--- config.mk ---
export PLATFORM = sky130hd
export DESIGN_NAME = fetch1
export DESIGN_NICKNAME = d
export VERILOG_FILES = /design/src/rtl/fetch1.sv
export SDC_FILE = /design/constraint.sdc
export NUM_CORES = 1
export LEC_CHECK = 0
export ABC_AREA = 0
export ABC_CLOCK_PERIOD_IN_PS = 3580
export CELL_PAD_IN_SITES_DETAIL_PLACEMENT = 0
export CELL_PAD_IN_SITES_GLOBAL_PLACEMENT = 1
export CORE_MARGIN = 5
export CORE_UTILIZATION = 31
export CTS_CLUSTER_SIZE = 20
export DETAILED_ROUTE_END_ITERATION = 10
export PLACE_DENSITY = 0.95
export SYNTH_ARGS = -nofsm -noshare
export SYNTH_HDL_FRONTEND = slang
export SYNTH_SLANG_ARGS = --single-unit
--- constraint.sdc ---
create_clock -name clock_i -period 3.58 [get_ports clock_i]
set_input_delay 0.358 -clock clock_i [delete_from_list [all_inputs] [get_ports clock_i]]
set_output_delay 0.358 -clock clock_i [all_outputs]
set_load 0.005 [all_outputs]
--- src/rtl/fetch1.sv ---
// fetch1: first fetch stage of the dual-issue front end.
// Owns the fetch PC and drives the instruction-memory address. Applies
// redirects from the branch unit and from decode, and follows BTB
// predictions. It also registers the slot-0 PC, the packet-valid flag and
// the slot-1 bubble qualifier that fetch2 needs one cycle later.
// Optional build macro FETCH1_PERF_CNT_EN adds saturating counters for
// redirect cycles and inserted slot-1 bubbles.
module fetch1 #(
  parameter logic [31:0] RESET_VECTOR = 32'h0000_0000,
  parameter logic [31:0] PC_STEP      = 32'd8
) (
  input  logic        clock_i,
  input  logic        reset_i,
  input  logic        stall_i,
  input  logic        branch_mispred_i,
  input  logic [31:0] branch_target_i,
  input  logic        wasnt_branch_i,
  input  logic [31:0] wasnt_branch_target_i,
  input  logic        pred_taken_i,
  input  logic        pred_slot_i,
  input  logic [31:0] pred_target_i,
  output logic [31:0] iaddr_o,
  output logic        fetch_valid_o,
  output logic [31:0] pc0_o,
  output logic [31:0] pc1_o,
  output logic        bubble_1_o
`ifdef FETCH1_PERF_CNT_EN
  ,
  output logic [31:0] perf_redirects_o,
  output logic [31:0] perf_bubbles_o
`endif
);

  typedef enum logic {
    BOOT = 1'b0,
    RUN  = 1'b1
  } state_e;

  state_e      state_q, state_d;
  logic [31:0] pc_q, pc_d;
  logic [31:0] pc_f2_q, pc_f2_d;
  logic        bubble_1_q, bubble_1_d;
  logic        fetch_valid_q, fetch_valid_d;

  logic        redirect;
  logic [31:0] redirect_target;
  logic        load_f2;

  // Next-state logic: PC selection, boot sequencing and fetch2-side loads.
  always_comb begin
    // NOTE: every signal gets a default at the top of the block so that no
    // path leaves it unassigned; that is what keeps this logic latch-free.
    state_d         = state_q;
    pc_d            = pc_q;
    pc_f2_d         = pc_f2_q;
    bubble_1_d      = bubble_1_q;
    fetch_valid_d   = fetch_valid_q;

    redirect        = branch_mispred_i | wasnt_branch_i;
    // The branch unit is older than decode, so its target wins on a tie.
    redirect_target = branch_mispred_i ? branch_target_i : wasnt_branch_target_i;
    redirect_target[1:0] = 2'b00;
    // A redirect overrides back-pressure: the stalled packet is stale anyway.
    load_f2         = ~stall_i | redirect;

    case (state_q)
      BOOT:    state_d = RUN;
      RUN:     state_d = RUN;
      default: state_d = BOOT;
    endcase

    // Same PC priority in both states; BOOT only differs in packet validity.
    if (redirect) begin
      pc_d = redirect_target;
    end else if (stall_i) begin
      pc_d = pc_q;
    end else if (pred_taken_i) begin
      pc_d = pred_target_i;
    end else begin
      pc_d = pc_q + PC_STEP;
    end

    if (load_f2) begin
      pc_f2_d       = pc_q;
      bubble_1_d    = pred_taken_i & ~pred_slot_i & ~redirect;
      fetch_valid_d = (state_q == RUN);
    end
  end

  // State registers; synchronous reset has priority over all inputs.
  always_ff @(posedge clock_i) begin
    // NOTE: sequential state uses non-blocking assignments so every flop
    // samples pre-edge values regardless of statement order.
    if (reset_i) begin
      state_q       <= BOOT;
      pc_q          <= RESET_VECTOR;
      pc_f2_q       <= RESET_VECTOR;
      bubble_1_q    <= 1'b0;
      fetch_valid_q <= 1'b0;
    end else begin
      state_q       <= state_d;
      pc_q          <= pc_d;
      pc_f2_q       <= pc_f2_d;
      bubble_1_q    <= bubble_1_d;
      fetch_valid_q <= fetch_valid_d;
    end
  end

  assign iaddr_o       = pc_q;
  assign pc0_o         = pc_f2_q;
  assign pc1_o         = pc_f2_q + 32'd4;
  assign bubble_1_o    = bubble_1_q;
  assign fetch_valid_o = fetch_valid_q;

`ifdef FETCH1_PERF_CNT_EN
  logic [31:0] perf_redirects_q, perf_redirects_d;
  logic [31:0] perf_bubbles_q, perf_bubbles_d;

  // Saturating event counters for redirect cycles and loaded bubbles.
  always_comb begin
    perf_redirects_d = perf_redirects_q;
    perf_bubbles_d   = perf_bubbles_q;
    if (redirect && (perf_redirects_q != 32'hFFFF_FFFF)) begin
      perf_redirects_d = perf_redirects_q + 32'd1;
    end
    if (load_f2 && bubble_1_d && (perf_bubbles_q != 32'hFFFF_FFFF)) begin
      perf_bubbles_d = perf_bubbles_q + 32'd1;
    end
  end

  // Counter registers, cleared and frozen while reset is high.
  always_ff @(posedge clock_i) begin
    if (reset_i) begin
      perf_redirects_q <= 32'd0;
      perf_bubbles_q   <= 32'd0;
    end else begin
      perf_redirects_q <= perf_redirects_d;
      perf_bubbles_q   <= perf_bubbles_d;
    end
  end

  assign perf_redirects_o = perf_redirects_q;
  assign perf_bubbles_o   = perf_bubbles_q;
`endif

endmodule
* Word-level counts from Yosys, hierarchy flattened *
Cells that the tools add are included.

cells by class
  eq/ne operators = 1
  bitwise operators = 7
  add/subtract/negate cells = 2
  multiplexer cells = 5
  reductions and logical operators = 1

operators with widths
  operator                                       count
  2-to-1 mux 32 bit                              4
  adder 32 x 3 -> 32 bit, second input constant  1
  adder 32 x 4 -> 32 bit, second input constant  1
  NOT 1 bit                                      3
  bitwise AND 1 bit                              2
  != test 2 x 1 -> 1 bit, second input constant  1
  bitwise OR 1 bit                               2
  OR reduction 2 bit                             1
  2-to-1 mux 1 bit                               1

word-level totals
  register bits after elaboration = 67

* Depth between registers and ports, before layout *
Gate-level depths: netlist of the first run.

  depth in word-level cells = 4
  gate-level depth with buffers = 9

* Worst setup path before layout of the first run *
Ideal clock, no wire load.

  kind = reg2out
  start = register pc_f2_q[9], in the netlist pc0_o[9]
  end = output port pc1_o[28]
  slack = 1,536 ps
  cell stages (with the launch flop) = 6
  buffers on the path = 0
  data arrival time = 1,686 ps
  cell sequence = dfxtp_1 and4_1 nand3_1 or4_1 nand2b_1 xnor2_1

between the ends
  longest elaborated chain between the ends = 1

RTL lines
  what                    line  RTL
  from (decl)             41    logic [31:0] pc_f2_q, pc_f2_d;
  from (signal assigned)  103   pc_f2_q <= pc_f2_d;
  adder 32 x 3 -> 32 bit  111   assign pc1_o = pc_f2_q + 32'd4;
  to (decl)               25    output logic [31:0] pc1_o,

Every way passes these cells.

* Worst setup path after layout of the first run *
  start = register pc_f2_q[2], in the netlist pc0_o[2]
  end = output port pc1_o[28]

Same word-level chain as after synthesis.

==> results of run 1 <==
## power by group through the flow
| stage | Combinational [uW] | Clock [uW] | Sequential [uW] |
|---|---|---|---|
| 3_5_place_dp | 481 | 0 | 907 |
| 2_1_floorplan | 188 | 0 | 876 |
| 3_3_place_gp | 473 | 0 | 903 |
| 6_report | 482 | 901 | 894 |
| 5_1_grt | 521 | 949 | 904 |
| 4_1_cts | 484 | 921 | 891 |
## critical path: stages (launching register included)
cell and delay (ns):
dfxtp_1 0.46, ha_1 0.29, nand3_1 0.18, or4_1 0.67
nand2b_1 0.22, xnor2_1 0.22, clkdlybuf4s50_1 0.54
## cell usage after synthesis (all sizes together), types with 5 or more instances
master   instances
nand2           93
dfxtp           67
a21oi           62
clkbuf          32
nor2            28
xnor2           24
o21ai           23
nand3           20
o22ai           19
nor4            18
nand4           16
xor2            16
nor3            15
inv             12
a221oi          11
buf             11
and4             8
mux2i            6
nor2b            6
a2111oi          5
a211oi           5
nand2b           5
or4              5
## cell families after synthesis
logic type / share of synthesized area, %
buffers and inverters: 5.30
flip-flops: 32.3
adder cells (fa/ha/maj): 0.602
XOR/XNOR: 8.43
multiplexers: 1.45
AO/OA/AOI/OAI: 22.8
AND/OR/NAND/NOR: 29.1
## routing by layer
layer	vias up	track usage (%)	wire, um
met1	2262	27.1	7290
met4	0	7.95	458
met5	-	0	0
met3	39	3.56	1270
met2	270	32.2	7740
li1	2386	-	-
## per-stage QoR
step / total power, uW / instance area (um2)
2_1_floorplan: 1060 / 4160
3_3_place_gp: 1380 / 6260
3_5_place_dp: 1390 / 6260
4_1_cts: 2300 / 6570
5_1_grt: 2370 / 6570
6_report: 2280 / 6570
## worst max path at each step
stage                                startpoint         to  slack, ns
final                     pc0_o[2]$_SDFFE_PP0P_  pc1_o[28]       0.33
after global routing      pc0_o[2]$_SDFFE_PP0P_  pc1_o[28]       0.23
after CTS                 pc0_o[2]$_SDFFE_PP0P_  pc1_o[28]       0.34
after detailed placement  pc0_o[2]$_SDFFE_PP0P_  pc1_o[28]       0.71
after global placement    pc0_o[2]$_SDFFE_PP0P_  pc1_o[28]       0.81
after floorplan           pc0_o[9]$_SDFFE_PP0P_  pc1_o[28]       1.54
## registers in the layout, summed over array words and instances (netlist names), named ones only
name           cells
fetch_valid_o      1
pc0_o             32
bubble_1_o         1
state_q            1
iaddr_o           30
## layout make-up
cell class	count	area (um2)	share of cell area (%)
Tap cell	176	220	3.35
Clock inverter	1	30.0	0.457
Sequential cell	67	1340	20.4
Multi-Input combinational cell	431	2600	39.6
Clock buffer	15	278	4.23
Inverter	12	45.0	0.685
Timing Repair Buffer	209	2050	31.3
==> impl_results.md, run 1 <==
- CTS Hold Buffers Added: 0
- Vias in the first global route: 4865
- Most frequent cells in the layout: 195 x clkdlybuf4s50_1, 93 x nand2_1, 67 x dfxtp_1
- Initial antenna violation count: 0
- Power Density: 346 nW/um2
- Worst reg2reg path depth: 6
- Placed Cells incl. Taps: 895
- Die Y: 126 um
- Filler Cells Inserted: 1259
- Core ar.: 13200 um2
- CP Launch Type: flip-flop
- Gpl congestion: 0.869
- Final wirelength: 16800 um
- Worst skew pair latency: 0.32 ns
- Switching Share: 26.0%
- Min Hold Slack: 0.460 ns
- Endpoint, Worst Hold: fetch_valid_o$_SDFFE_PP0P_
- Commonest non-fill, non-tap cell in the layout: clkdlybuf4s50_1
- Min setup slack post-route: 0.333 ns
- Gr usage total: 20.2%
- Top cell type's share of synthesized area: 32.3%
- Leak Pwr: 0.00227 uW
- CTS Sinks: 67
- Mapped Area: 4160 um2
- Worst vdd ir: 0.188 mV
- Fin crit share: 90.7%
- TritonCTS clock tree: yes
- Net Count, Synth: 658
- CTS Root Buffer Type: clkbuf_16
- Drt first pass iters: 5
- Total vias in the final route: 4957
- First DRT Iteration DRCs: 454
- Internal power: 1680 uW
- Finished Core Util: 49.8%
- Worst-path fanout max: 7
- Sequential power share: 39.3%
- Crit path time final: 3.25 ns
- Antenna violation net count after detailed routing: 0
- Largest area contributor in the netlist: dfxtp_1
- I/O Buffers: 196
- Hold path startpoint: state_q$_DFF_P_
- DRC violations left: 0
- Setup repair after global routing missed its margin: false
- Required @ worst endpoint: 3.22 ns
- Layout cells sized above 1: 5.58%
- Slew @ Worst Pin: 0.972 ns
- Nets@finish: 835
- Starting Density: 31.5%
- Critical R2R Launch: iaddr_o[3]$_SDFFE_PP0P_
- Gate Count Post-Synth: 553
- Critical path class: flip-flop to primary output
- Post-cts gate resize count: 0
- Ports: 201
- Class of the worst hold path: flip-flop to flip-flop
- Grt total ovfl: 0
- H-tree levels: 3
- Routed WL per cell: 18.4 um
- Gate power share: 21.2%
- Final hold vios: 0
- RR Endpoint: iaddr_o[25]$_SDFFE_PP0P_
- Seq/Total Area, Yosys: 32.3%
- Synth cell types: 56
- Post-CTS setup buffers: 0
- Crit path DAT: 2.89 ns
- Post-detail-place hpwl: 12700 um
- Die area: 15800 um2
- Worst Setup End Kind: primary output
- Hold depth: 2
- Die width: 126 um
- Number of enable flip-flop cells after synthesis: 0
- Final Non-Filler Cells: 911
- Max Slew Vio Count: 0
- Via density: 5.44
- TritonCTS buffer count: 9
- Area contributors post-synth: dfxtp_1 32%, nand2_1 8.4%, a21oi_1 7.5%
- CTS Buffer Depth: 2
- Max-cap violations: 0
- Pre-CTS setup slack: 0.706 ns
- Setup_tns: 0 ns
- Global-route wire length before repair: 26100 um
- Async S/R FF share, synth: 0%
- Synth Warn #: 0
- Outcome: complete, no violations
- Fmax: 308 MHz
- R2r setup slk: 1.03 ns
- Mean Syn Cell Area: 7.51 um2
- P&R area growth vs syn: 58.2%
- Clock skew: 0.00655 ns
- Antenna Cells: 0
- Main synth FF type: dfxtp_1
- Clk slew on worst S/H paths: 0.05 ns
- # rows: 42
- Largest net degree at the start of global routing: 52
- Slew margin rel.: 35.2%
- Final setup viols: 0
- Synth Register Bits: 67
- Clock Power Share: 39.6%
- Net Sw Power: 593 uW
Power figures use the tool's default switching activity.
==> run 2: changes to the inputs <==
--- a/config.mk
+++ b/config.mk
@@ -14,6 +14,7 @@
 export CTS_CLUSTER_SIZE = 20
 export DETAILED_ROUTE_END_ITERATION = 10
 export PLACE_DENSITY = 0.95
+export SLEW_MARGIN = 25
 export SYNTH_ARGS = -nofsm -noshare
 export SYNTH_HDL_FRONTEND = slang
 export SYNTH_SLANG_ARGS = --single-unit
==> results of run 2 <==
The final DEF is identical to that of run 1; final timing and power are the same.
